===== config.mk =====
export PLATFORM = sky130hd
export DESIGN_NAME = part_2_trgt_upload_buf
export DESIGN_NICKNAME = d
export VERILOG_FILES = /design/src/rtl/cs_upload_pkg.sv /design/src/rtl/cs_sync_fifo.sv /design/src/rtl/part_2_trgt_upload_buf.sv
export SDC_FILE = /design/constraint.sdc
export NUM_CORES = 1
export LEC_CHECK = 0
export CORE_ASPECT_RATIO = 0.8
export CORE_MARGIN = 3
export CORE_UTILIZATION = 25
export CTS_CLUSTER_DIAMETER = 200
export DETAILED_ROUTE_END_ITERATION = 7
export PLACE_DENSITY_LB_ADDON = 0.05
export SLEW_MARGIN = 25
export SYNTH_ARGS = -nofsm -noshare
export SYNTH_HDL_FRONTEND = slang
export SYNTH_SLANG_ARGS = --single-unit

===== constraint.sdc =====
create_clock -name clk_i -period 3.7 [get_ports clk_i]
set_input_delay 0.37 -clock clk_i [delete_from_list [all_inputs] [get_ports clk_i]]
set_output_delay 0.37 -clock clk_i [all_outputs]
set_load 0.05 [all_outputs]

===== src/rtl/cs_upload_pkg.sv =====
// Shared types for the target-side upload buffer.
package cs_upload_pkg;

  localparam int unsigned UPL_PAYLOAD_W = 9;

  // One buffered sample: event stamp, sequence count and {valid,o_data}.
  typedef struct packed {
    logic [1:0]               event_no;
    logic [7:0]               seq;
    logic [UPL_PAYLOAD_W-1:0] payload;
  } upload_entry_t;

  typedef enum logic {
    UPL_IDLE,
    UPL_STALL
  } upl_state_e;

endpackage


===== src/rtl/cs_sync_fifo.sv =====
// Generic first-word-fall-through synchronous FIFO with occupancy count.
module cs_sync_fifo #(
  parameter type         T     = logic [7:0],
  parameter int unsigned DEPTH = 8,
  localparam int unsigned AW   = $clog2(DEPTH),
  localparam int unsigned CW   = AW + 1
) (
  input  logic          clk_i,
  input  logic          rst_i,
  input  logic          push_i,
  input  T              wdata_i,
  input  logic          pop_i,
  output T              rdata_o,
  output logic          full_o,
  output logic          empty_o,
  output logic [CW-1:0] count_o
);

  T              mem [DEPTH];
  logic [AW-1:0] wr_ptr_q;
  logic [AW-1:0] rd_ptr_q;
  logic [CW-1:0] count_q;
  logic          push_ok;
  logic          pop_ok;

  assign empty_o = (count_q == '0);
  assign full_o  = (count_q == CW'(DEPTH));
  assign count_o = count_q;
  assign rdata_o = mem[rd_ptr_q];

  // A full FIFO still accepts a push when the head leaves in the same cycle.
  assign pop_ok  = pop_i && !empty_o;
  assign push_ok = push_i && (!full_o || pop_ok);

  // Storage write; contents need no reset because count gates visibility.
  always_ff @(posedge clk_i) begin
    if (push_ok) begin
      mem[wr_ptr_q] <= wdata_i;
    end
  end

  // Pointers and occupancy; pointers wrap naturally at DEPTH.
  always_ff @(posedge clk_i or posedge rst_i) begin
    if (rst_i) begin
      wr_ptr_q <= '0;
      rd_ptr_q <= '0;
      count_q  <= '0;
    end else begin
      if (push_ok) begin
        wr_ptr_q <= wr_ptr_q + AW'(1);
      end
      if (pop_ok) begin
        rd_ptr_q <= rd_ptr_q + AW'(1);
      end
      count_q <= count_q + CW'(push_ok) - CW'(pop_ok);
    end
  end

endmodule


===== src/rtl/part_2_trgt_upload_buf.sv =====
// Upload buffer between SUT output pins and the put engine: stamps samples,
// buffers them, requests a mission-clock freeze when nearly full and watches
// for a stalled head entry.
module part_2_trgt_upload_buf
  import cs_upload_pkg::*;
#(
  parameter int unsigned DEPTH         = 8,
  parameter int unsigned EVENT_NO      = 3,
  parameter int unsigned FREEZE_MARGIN = 1,
  parameter int unsigned WDOG_MAX      = 100,
  localparam int unsigned CW           = $clog2(DEPTH) + 1
) (
  input  logic                     clk_i,
  input  logic                     rst_i,
  input  logic                     sample_req_i,
  input  logic                     sut_valid_i,
  input  logic [7:0]               sut_data_i,
  output logic                     put_valid_o,
  input  logic                     put_ready_i,
  output logic [1:0]               put_event_o,
  output logic [7:0]               put_seq_o,
  output logic [UPL_PAYLOAD_W-1:0] put_data_o,
  output logic [CW-1:0]            count_o,
  output logic                     freeze_o,
  output logic                     overflow_o,
  output logic                     timeout_o
);

  localparam int unsigned WW = $clog2(WDOG_MAX + 1);

  upload_entry_t wr_entry;
  upload_entry_t head;
  upload_entry_t head_vis;
  logic          fifo_full;
  logic          fifo_empty;
  logic [CW-1:0] fifo_count;
  logic          push;
  logic          pop;
  logic          drop;
  logic          stall;
  logic [7:0]    seq_q;
  logic          overflow_q;
  logic          timeout_q;
  logic [WW-1:0] wdog_q;
  logic          wdog_run;
  upl_state_e    state_q;
  upl_state_e    state_d;

  assign pop   = !fifo_empty && put_ready_i;
  assign push  = sample_req_i && (!fifo_full || pop);
  assign drop  = sample_req_i && fifo_full && !pop;
  assign stall = !fifo_empty && !put_ready_i;

  assign wr_entry = '{event_no: 2'(EVENT_NO),
                      seq:      seq_q,
                      payload:  {sut_valid_i, sut_data_i}};

  cs_sync_fifo #(
    .T     (upload_entry_t),
    .DEPTH (DEPTH)
  ) u_fifo (
    .clk_i   (clk_i),
    .rst_i   (rst_i),
    .push_i  (push),
    .wdata_i (wr_entry),
    .pop_i   (pop),
    .rdata_o (head),
    .full_o  (fifo_full),
    .empty_o (fifo_empty),
    .count_o (fifo_count)
  );

  // Head fields are forced to zero while empty so stale storage never shows.
  always_comb begin
    head_vis = '0;
    if (!fifo_empty) begin
      head_vis = head;
    end
  end

  assign put_valid_o = !fifo_empty;
  assign put_event_o = head_vis.event_no;
  assign put_seq_o   = head_vis.seq;
  assign put_data_o  = head_vis.payload;
  assign count_o     = fifo_count;
  assign freeze_o    = (fifo_count >= CW'(DEPTH - FREEZE_MARGIN));
  assign overflow_o  = overflow_q;
  assign timeout_o   = timeout_q;

  // Sequence count advances only on accepted samples; drops are sticky.
  always_ff @(posedge clk_i or posedge rst_i) begin
    if (rst_i) begin
      seq_q      <= '0;
      overflow_q <= 1'b0;
    end else begin
      if (push) begin
        seq_q <= seq_q + 8'd1;
      end
      if (drop) begin
        overflow_q <= 1'b1;
      end
    end
  end

  // Stall FSM state register.
  always_ff @(posedge clk_i or posedge rst_i) begin
    if (rst_i) begin
      state_q <= UPL_IDLE;
    end else begin
      state_q <= state_d;
    end
  end

  // Stall FSM next-state logic.
  always_comb begin
    state_d = state_q;
    unique case (state_q)
      UPL_IDLE:  if (stall) state_d = UPL_STALL;
      UPL_STALL: if (pop || fifo_empty) state_d = UPL_IDLE;
      default:   state_d = UPL_IDLE;
    endcase
  end

  // Watchdog runs for every cycle the FSM spends in (or enters) STALL, so the
  // first stalled cycle is counted and timeout lands on stalled cycle WDOG_MAX.
  always_comb begin
    wdog_run = (state_d == UPL_STALL);
  end

  // Saturating watchdog with sticky timeout flag.
  always_ff @(posedge clk_i or posedge rst_i) begin
    if (rst_i) begin
      wdog_q    <= '0;
      timeout_q <= 1'b0;
    end else if (!wdog_run) begin
      wdog_q <= '0;
    end else if (wdog_q != WW'(WDOG_MAX)) begin
      wdog_q <= wdog_q + WW'(1);
      if (wdog_q == WW'(WDOG_MAX - 1)) begin
        timeout_q <= 1'b1;
      end
    end
  end

endmodule

* Word level (Yosys, flattened, before mapping) *
Memory sizes are Yosys's and may differ from the RTL's.
Cells that the tools add are included.
W data, S select, Z words.

operators by class
  add/subtract/negate cells = 6
  reductions and logical operators = 16
  equality and inequality tests = 4
  multipliers = 0
  magnitude comparators = 1
  shift-type cells = 0
  bitwise gates (word level) = 1
  mux-type cells = 8
  divide/modulo/power cells = 0

operators by type and width
  kind                   count
  $mux W19               1
  $mux W7                2
  $add A8 B1 Y8 const B  1
  $add A7 B1 Y7 const B  1
  $eq A7 B7 Y1 const B   1
  $logic_and A1 B1 Y1    7
  $ne A7 B7 Y1 const B   1
  $add A3 B1 Y3 const B  2
  $add A4 B1 Y4          1
  $eq A4 B4 Y1 const B   1
  $ge A4 B3 Y1 const B   1
  $logic_not A1 Y1       4
  $logic_not A4 Y1       1
  $mux W1                4
  $sub A4 B1 Y4          1
  $logic_or A1 B1 Y1     3
  $reduce_and A3 Y1      1
  $ne A2 B1 Y1 const B   1
  $pmux W1 S2            1
  $not A1 Y1             1

word-level totals
  memories kept = 1
  logic and storage cells = 45
  memory bits (writable) = 136
  latch bits = 0
  output and inout port bits = 27
  bits of input ports = 13
  bits in registers = 28
  ROM bits = 0

memory list
  memory      words  width  read ports  clocked after memory_dff  write ports  RTL line            source
  u_fifo.mem  8      17     1           0                         1            cs_sync_fifo.sv:19  T mem [DEPTH];

* Longest topological paths before layout *
  word-level depth = 8
  depth in mapped cells = 12
  gate-level depth less buffers = 11

* Hierarchy *
A second synthesis with hierarchy kept.

unflattened totals
  cells, all modules = 389
  area total of the unflattened synthesis = 7,382.1 µm²

modules (own cells, without submodules)
  module                  area each (µm²)  cells an instance  times used
  cs_sync_fifo            6,354.8          282                1
  part_2_trgt_upload_buf  1,027.2          107                1

* Worst setup path after synthesis *
No wires, ideal clock.

  path type = reg2reg
  from = register u_fifo.count_q[2] (netlist: u_fifo.count_o[2])
  to = memory u_fifo.mem[0][0] (netlist name) (enable)
  arrival time = 3.013 ns
  stages on the path, launching flop included = 6
  path slack = 0.253 ns
  clock period less this slack = 3.447 ns
  cell sequence = dfrtp_1 > inv_1 > ha_1 > nor2b_1 > o21ai_4 > nor4_1

on the way
  cells in the longest elaborated chain, start to end = 8
  elaborated cells on any way between the ends = 12

ends and longest elaborated chain
  what                                                       RTL line                                          source
  start: declaration                                         cs_sync_fifo.sv:22                                logic [CW-1:0] count_q;
  start signal: assignment                                   cs_sync_fifo.sv:55                                count_q <= count_q + CW'(push_ok) - CW'(pop_ok);
  $logic_not A4 Y1                                           cs_sync_fifo.sv:26                                assign empty_o = (count_q == '0);
  $logic_not A1 Y1                                           cs_sync_fifo.sv:32, part_2_trgt_upload_buf.sv:49
  $logic_and A1 B1 Y1                                        part_2_trgt_upload_buf.sv:49                      assign pop = !fifo_empty && put_ready_i;
  $logic_or A1 B1 Y1 or $logic_and A1 B1 Y1 (tied branches)  part_2_trgt_upload_buf.sv:50, cs_sync_fifo.sv:32
  $logic_and A1 B1 Y1 or $logic_or A1 B1 Y1 (tied branches)  part_2_trgt_upload_buf.sv:50, cs_sync_fifo.sv:33
  $logic_and A1 B1 Y1 (*)                                    cs_sync_fifo.sv:33                                assign push_ok = push_i && (!full_o || pop_ok);
  $mux W1 (*)                                                cs_sync_fifo.sv:37                                if (push_ok) begin
  $mux W1 (not written as such) (*)                          cs_sync_fifo.sv:38                                mem[wr_ptr_q] <= wdata_i;
  end: declaration                                           cs_sync_fifo.sv:19

Mark *: on every way between the ends. The rest lies on a longest branch, timed or not.

* Worst setup path after layout *
  from = register u_fifo.count_q[2] (netlist: u_fifo.count_o[2])
  to = output put_data_o[5]

on the way
  cells in the longest elaborated chain, start to end = 2

ends and longest elaborated chain
  what              RTL line                      source
  $logic_not A4 Y1  cs_sync_fifo.sv:26
  $mux W19          part_2_trgt_upload_buf.sv:76  if (!fifo_empty) begin
  end: declaration  part_2_trgt_upload_buf.sv:22  output logic [UPL_PAYLOAD_W-1:0] put_data_o,

No other way between the ends.

==> Implementation_results.wiki <==
{| class="wikitable"
! Metric !! Value
|-
| Final hold violation count || 0
|-
| Floorplan core area || about 26000 µm²
|-
| Later-pin clock latency in the skew report || between 0.4 and 0.5 ns
|-
| Post-Synthesis Mean Instance Area || between 15 and 20 µm²
|-
| Fraction of final layout cells with drive strength greater than 1 || 0.2609
|-
| Total grt overflow || 0
|-
| Worst reg2reg path startpoint || u_fifo.count_o[2]$_DFF_PP0_
|-
| Xor/xnor share of the synthesized area || 0.01861
|-
| Violation count after the first detailed-routing iteration || around 190
|-
| Total number of vias || between 3000 and 4000
|-
| Leakage power summed over all cells || roughly 2.8 nW
|-
| Arrival time of data at the critical path endpoint || around 2.9 ns
|-
| CTS Buffer Depth || 2
|-
| Worst rel slew slack || 0.4968
|-
| Synth Register Bits || between 150 and 200
|-
| Die Outline Area || around 28000 µm²
|-
| Commonest cells post-synth || sky130_fd_sc_hd__edfxtp_1 (136), sky130_fd_sc_hd__mux4_2 (34), sky130_fd_sc_hd__dfrtp_1 (27)
|-
| Residual antenna-violating net count after detailed routing || 0
|-
| Number of cells on the worst reg-to-reg path || 11
|-
| Maxcap violations || 0
|-
| Layout Skew || around 0.020 ns
|-
| Detailed-router iteration count before antenna repair || 5
|-
| Top-area cell type share of the netlist area || 0.6198
|-
| Largest family of logic cells by synthesized area || multiplexers
|-
| Worst Setup End Kind || output port
|-
| Post-Place Worst Slack || approximately 0.55 ns
|-
| Height of the chip || ~150 µm
|-
| Post-route fraction of the period consumed by the critical path || 0.8832
|-
| Sink count of the clock tree || between 150 and 200
|-
| Die W || about 190 µm
|-
| Worst setup slack for register-to-register paths || approximately 1.1 ns
|-
| Share of synthesized cell area in and, or, nand and nor gates || 0.03912
|-
| Post-CTS setup buffers || 0
|-
| Commonest register cell after synthesis || sky130_fd_sc_hd__edfxtp_1
|-
| Top-count cell post-synth || sky130_fd_sc_hd__edfxtp_1
|-
| Number of flops mapped to enable cells by yosys || ~140
|-
| Cell area after technology mapping || ~6600 µm²
|-
| Min-delay worst type || in2async
|-
| Number of I/O pins || 40
|-
| Slew Viols, Final || 0
|-
| Post-synthesis share of cell area spent on full adders, half adders and majority gates || 0.02583
|-
| Switching part of the total power || 0.3730
|-
| Total wire length after detailed routing || roughly 15000 µm
|-
| Final-layout setup total negative slack || 0 ns
|-
| Number of instances in the synthesized netlist || 347
|-
| Sequential share of power || 0.380
|-
| Drc violations || 0
|-
| Area fraction in compound gates after synthesis || 0.04766
|-
| Number of antenna violations at the first check in global routing || 0
|-
| Count of input and output buffers || 39
|-
| Final HPWL from detailed placement || slightly above 9000 µm
|-
| Fraction of the yosys area taken by sequential cells || 0.7224
|-
| TritonCTS clock tree || yes
|-
| Number of H-tree levels || 4
|-
| Outcome || complete, no violations
|-
| Routability Congestion || about 0.68
|-
| Worst Setup EP || put_data_o[5]
|-
| Worst-path fanout max || 12
|-
| NumNets Final || 427
|-
| Root Buffer || sky130_fd_sc_hd__clkbuf_16
|-
| Share of cell area taken by muxes after synthesis || 0.1213
|-
| Launch point of the worst path || u_fifo.count_o[2]$_DFF_PP0_
|-
| Filler cells || between 2000 and 2500
|-
| Via count of the first global-routing pass || ~3600
|-
| Combinational fraction of design power || 0.391
|-
| Largest area contributor in the netlist || sky130_fd_sc_hd__edfxtp_1
|-
| Antenna diode instance count || 0
|-
| Worst reg2reg endpoint || u_fifo.count_o[2]$_DFF_PP0_
|-
| Ranking of synthesized cells by area || sky130_fd_sc_hd__edfxtp_1 (62%), sky130_fd_sc_hd__mux4_2 (12%), sky130_fd_sc_hd__dfrtp_1 (10%)
|-
| Largest net degree at the start of global routing || 20
|-
| Total internal power || approximately 4.6 mW
|-
| CTS Buf Count || 17
|-
| Unrepaired setup endpoints after global routing || false
|-
| Clock transition at the registers of the reported paths || roughly 0.06 ns
|-
| Global-route usage over all layers || 0.1123
|-
| Asr flop ratio synth || 0.1656
|-
| Worst setup path class || reg2out
|-
| Worst endpoint required time || around 3.3 ns
|-
| Net switching component of the power || about 2.7 mW
|-
| Number of synthesis warnings || 0
|-
| Post-synth net total || ~370
|-
| Area grow syn2layout || 21.97%
|-
| Max rail drop VDD || about 0.43 mV
|-
| Measured slew at the worst slew-check pin || between 0.7 and 0.8 ns
|-
| Final routed wire length divided by cell count || around 19 µm
|-
| Cell variety after synth || 41
|-
| Count of standard-cell rows || between 50 and 60
|-
| CP startpoint kind || flop
|-
| Via density per instance || approximately 4.3
|-
| Initial core utilization || 0.2570
|-
| Smallest setup slack after layout || roughly 0.43 ns
|-
| Global-route wire length before repair || ~23000 µm
|-
| Max frequency || just over 300 MHz
|-
| Clock network fraction of total power || 0.229
|-
| Post-route minimum period || ~3.3 ns
|-
| Setup violators final || 0
|-
| P per Cell Area || between 900 and 1000 nW/µm²
|}
## cell usage in the layout (no fill, tap or decap), types with 2 or more instances in the layout
cell / Yosys / final
sky130_fd_sc_hd__ha_1: 12 / 12
sky130_fd_sc_hd__nor2_2: 0 / 3
sky130_fd_sc_hd__a22o_1: 17 / 17
sky130_fd_sc_hd__nand2_1: 10 / 10
sky130_fd_sc_hd__or3_1: 2 / 2
sky130_fd_sc_hd__mux2_2: 3 / 3
sky130_fd_sc_hd__nand3_1: 7 / 7
sky130_fd_sc_hd__inv_1: 14 / 14
sky130_fd_sc_hd__xnor2_1: 5 / 5
sky130_fd_sc_hd__dfrtp_1: 27 / 26
sky130_fd_sc_hd__bufinv_16: 0 / 2
sky130_fd_sc_hd__a211oi_1: 2 / 2
sky130_fd_sc_hd__buf_4: 3 / 21
sky130_fd_sc_hd__nor3_2: 0 / 4
sky130_fd_sc_hd__mux4_2: 34 / 34
sky130_fd_sc_hd__buf_12: 0 / 3
sky130_fd_sc_hd__nand2b_1: 3 / 3
sky130_fd_sc_hd__xor2_1: 9 / 9
sky130_fd_sc_hd__a21oi_1: 10 / 10
sky130_fd_sc_hd__edfxtp_1: 136 / 136
sky130_fd_sc_hd__clkbuf_16: 0 / 17
sky130_fd_sc_hd__nand4_1: 4 / 4
sky130_fd_sc_hd__a31o_2: 3 / 3
sky130_fd_sc_hd__nor2_1: 5 / 2
sky130_fd_sc_hd__o21ai_0: 2 / 2
sky130_fd_sc_hd__clkinv_2: 0 / 8
sky130_fd_sc_hd__clkdlybuf4s50_1: 0 / 30
sky130_fd_sc_hd__clkbuf_1: 7 / 3
sky130_fd_sc_hd__clkinv_4: 0 / 2
## sequential cells by signal, indices dropped and copies added, names as in the netlist
register / cells
overflow_o: 1
u_fifo.rd_ptr_q: 3
u_fifo.mem: 136
timeout_o: 1
seq_q: 8
u_fifo.wr_ptr_q: 3
u_fifo.count_o: 4
wdog_q: 7
## how the worst min path moves through the flow
stage | end | cells past startpoint
floorplan | overflow_o$_DFFE_PP0P_ | 1
global placement | timeout_o$_DFFE_PP0P_ | 1
detailed placement | timeout_o$_DFFE_PP0P_ | 1
CTS | timeout_o$_DFFE_PP0P_ | 2
global route | wdog_q[2]$_DFFE_PP0P_ | 2
finish | timeout_o$_DFFE_PP0P_ | 2
## routing by layer
layer / GRT usage / wire length, µm / vias up
li1: - / - / 1489
met1: 0.1452 / 7101 / 1743
met2: 0.1821 / 7144 / 45
met3: 0.03286 / 424 / 8
met4: 0.03862 / 177 / 0
met5: 0 / 0 / -
## what timing repair did
action	CTS	global route
hold buffers	0	0
endpoints found under the setup margin	0	8
resized for setup	0	1
## per-stage QoR
| stage | std cells | util | power [mW] | hold WS [ns] | instance area (µm²) |
|---|---|---|---|---|---|
| floorplan | 347 | - | 4.720 | 0.4227 | 6589 |
| global placement | 733 | 0.2914 | 5.698 | 0.4590 | 7471 |
| detailed placement | 733 | 0.2914 | 5.726 | 0.4651 | 7471 |
| CTS | 765 | 0.3131 | 7.433 | 0.2083 | 8025 |
| global route | 765 | 0.3135 | 7.698 | 0.2246 | 8036 |
| finish | 765 | 0.3135 | 7.267 | 0.2235 | 8036 |
## kinds of logic after synthesis
| family | after synthesis |
|---|---|
| flops | 163 |
| simple gates | 46 |
| compound gates | 41 |
| mux | 37 |
| buf+inv | 33 |
| xor+xnor | 14 |
| fa+ha+maj | 13 |
## final cells by class
cell class	instances	area (µm²)	area share
repair buffers	54	518.0	0.06446
inverters	14	52.55	0.006539
clock buffers	20	436.7	0.05434
multi-input cells	151	1712	0.2130
well taps	351	439.2	0.05465
flip-flops and latches	163	4761	0.5924
clock inverters	12	117.6	0.01463
## power groups by stage
stage                     Clock, mW  Combinational [mW]  Sequential (mW)
after floorplan                   0                1.98             2.74
after global placement            0                2.91             2.79
after detailed placement          0                2.91             2.81
after CTS                      1.73                2.93             2.77
after global routing           1.81                3.07             2.82
final                          1.66                2.84             2.76
## critical path, cell delays in order (launching register included)
cell and delay [ns]:
sky130_fd_sc_hd__dfrtp_1 0.38, sky130_fd_sc_hd__inv_1 0.09, sky130_fd_sc_hd__ha_1 0.23, sky130_fd_sc_hd__or3b_1 0.31
sky130_fd_sc_hd__nor2b_4 0.47, sky130_fd_sc_hd__a22o_1 0.21, sky130_fd_sc_hd__clkdlybuf4s50_1 0.79
(Power assumes the default switching activity.)
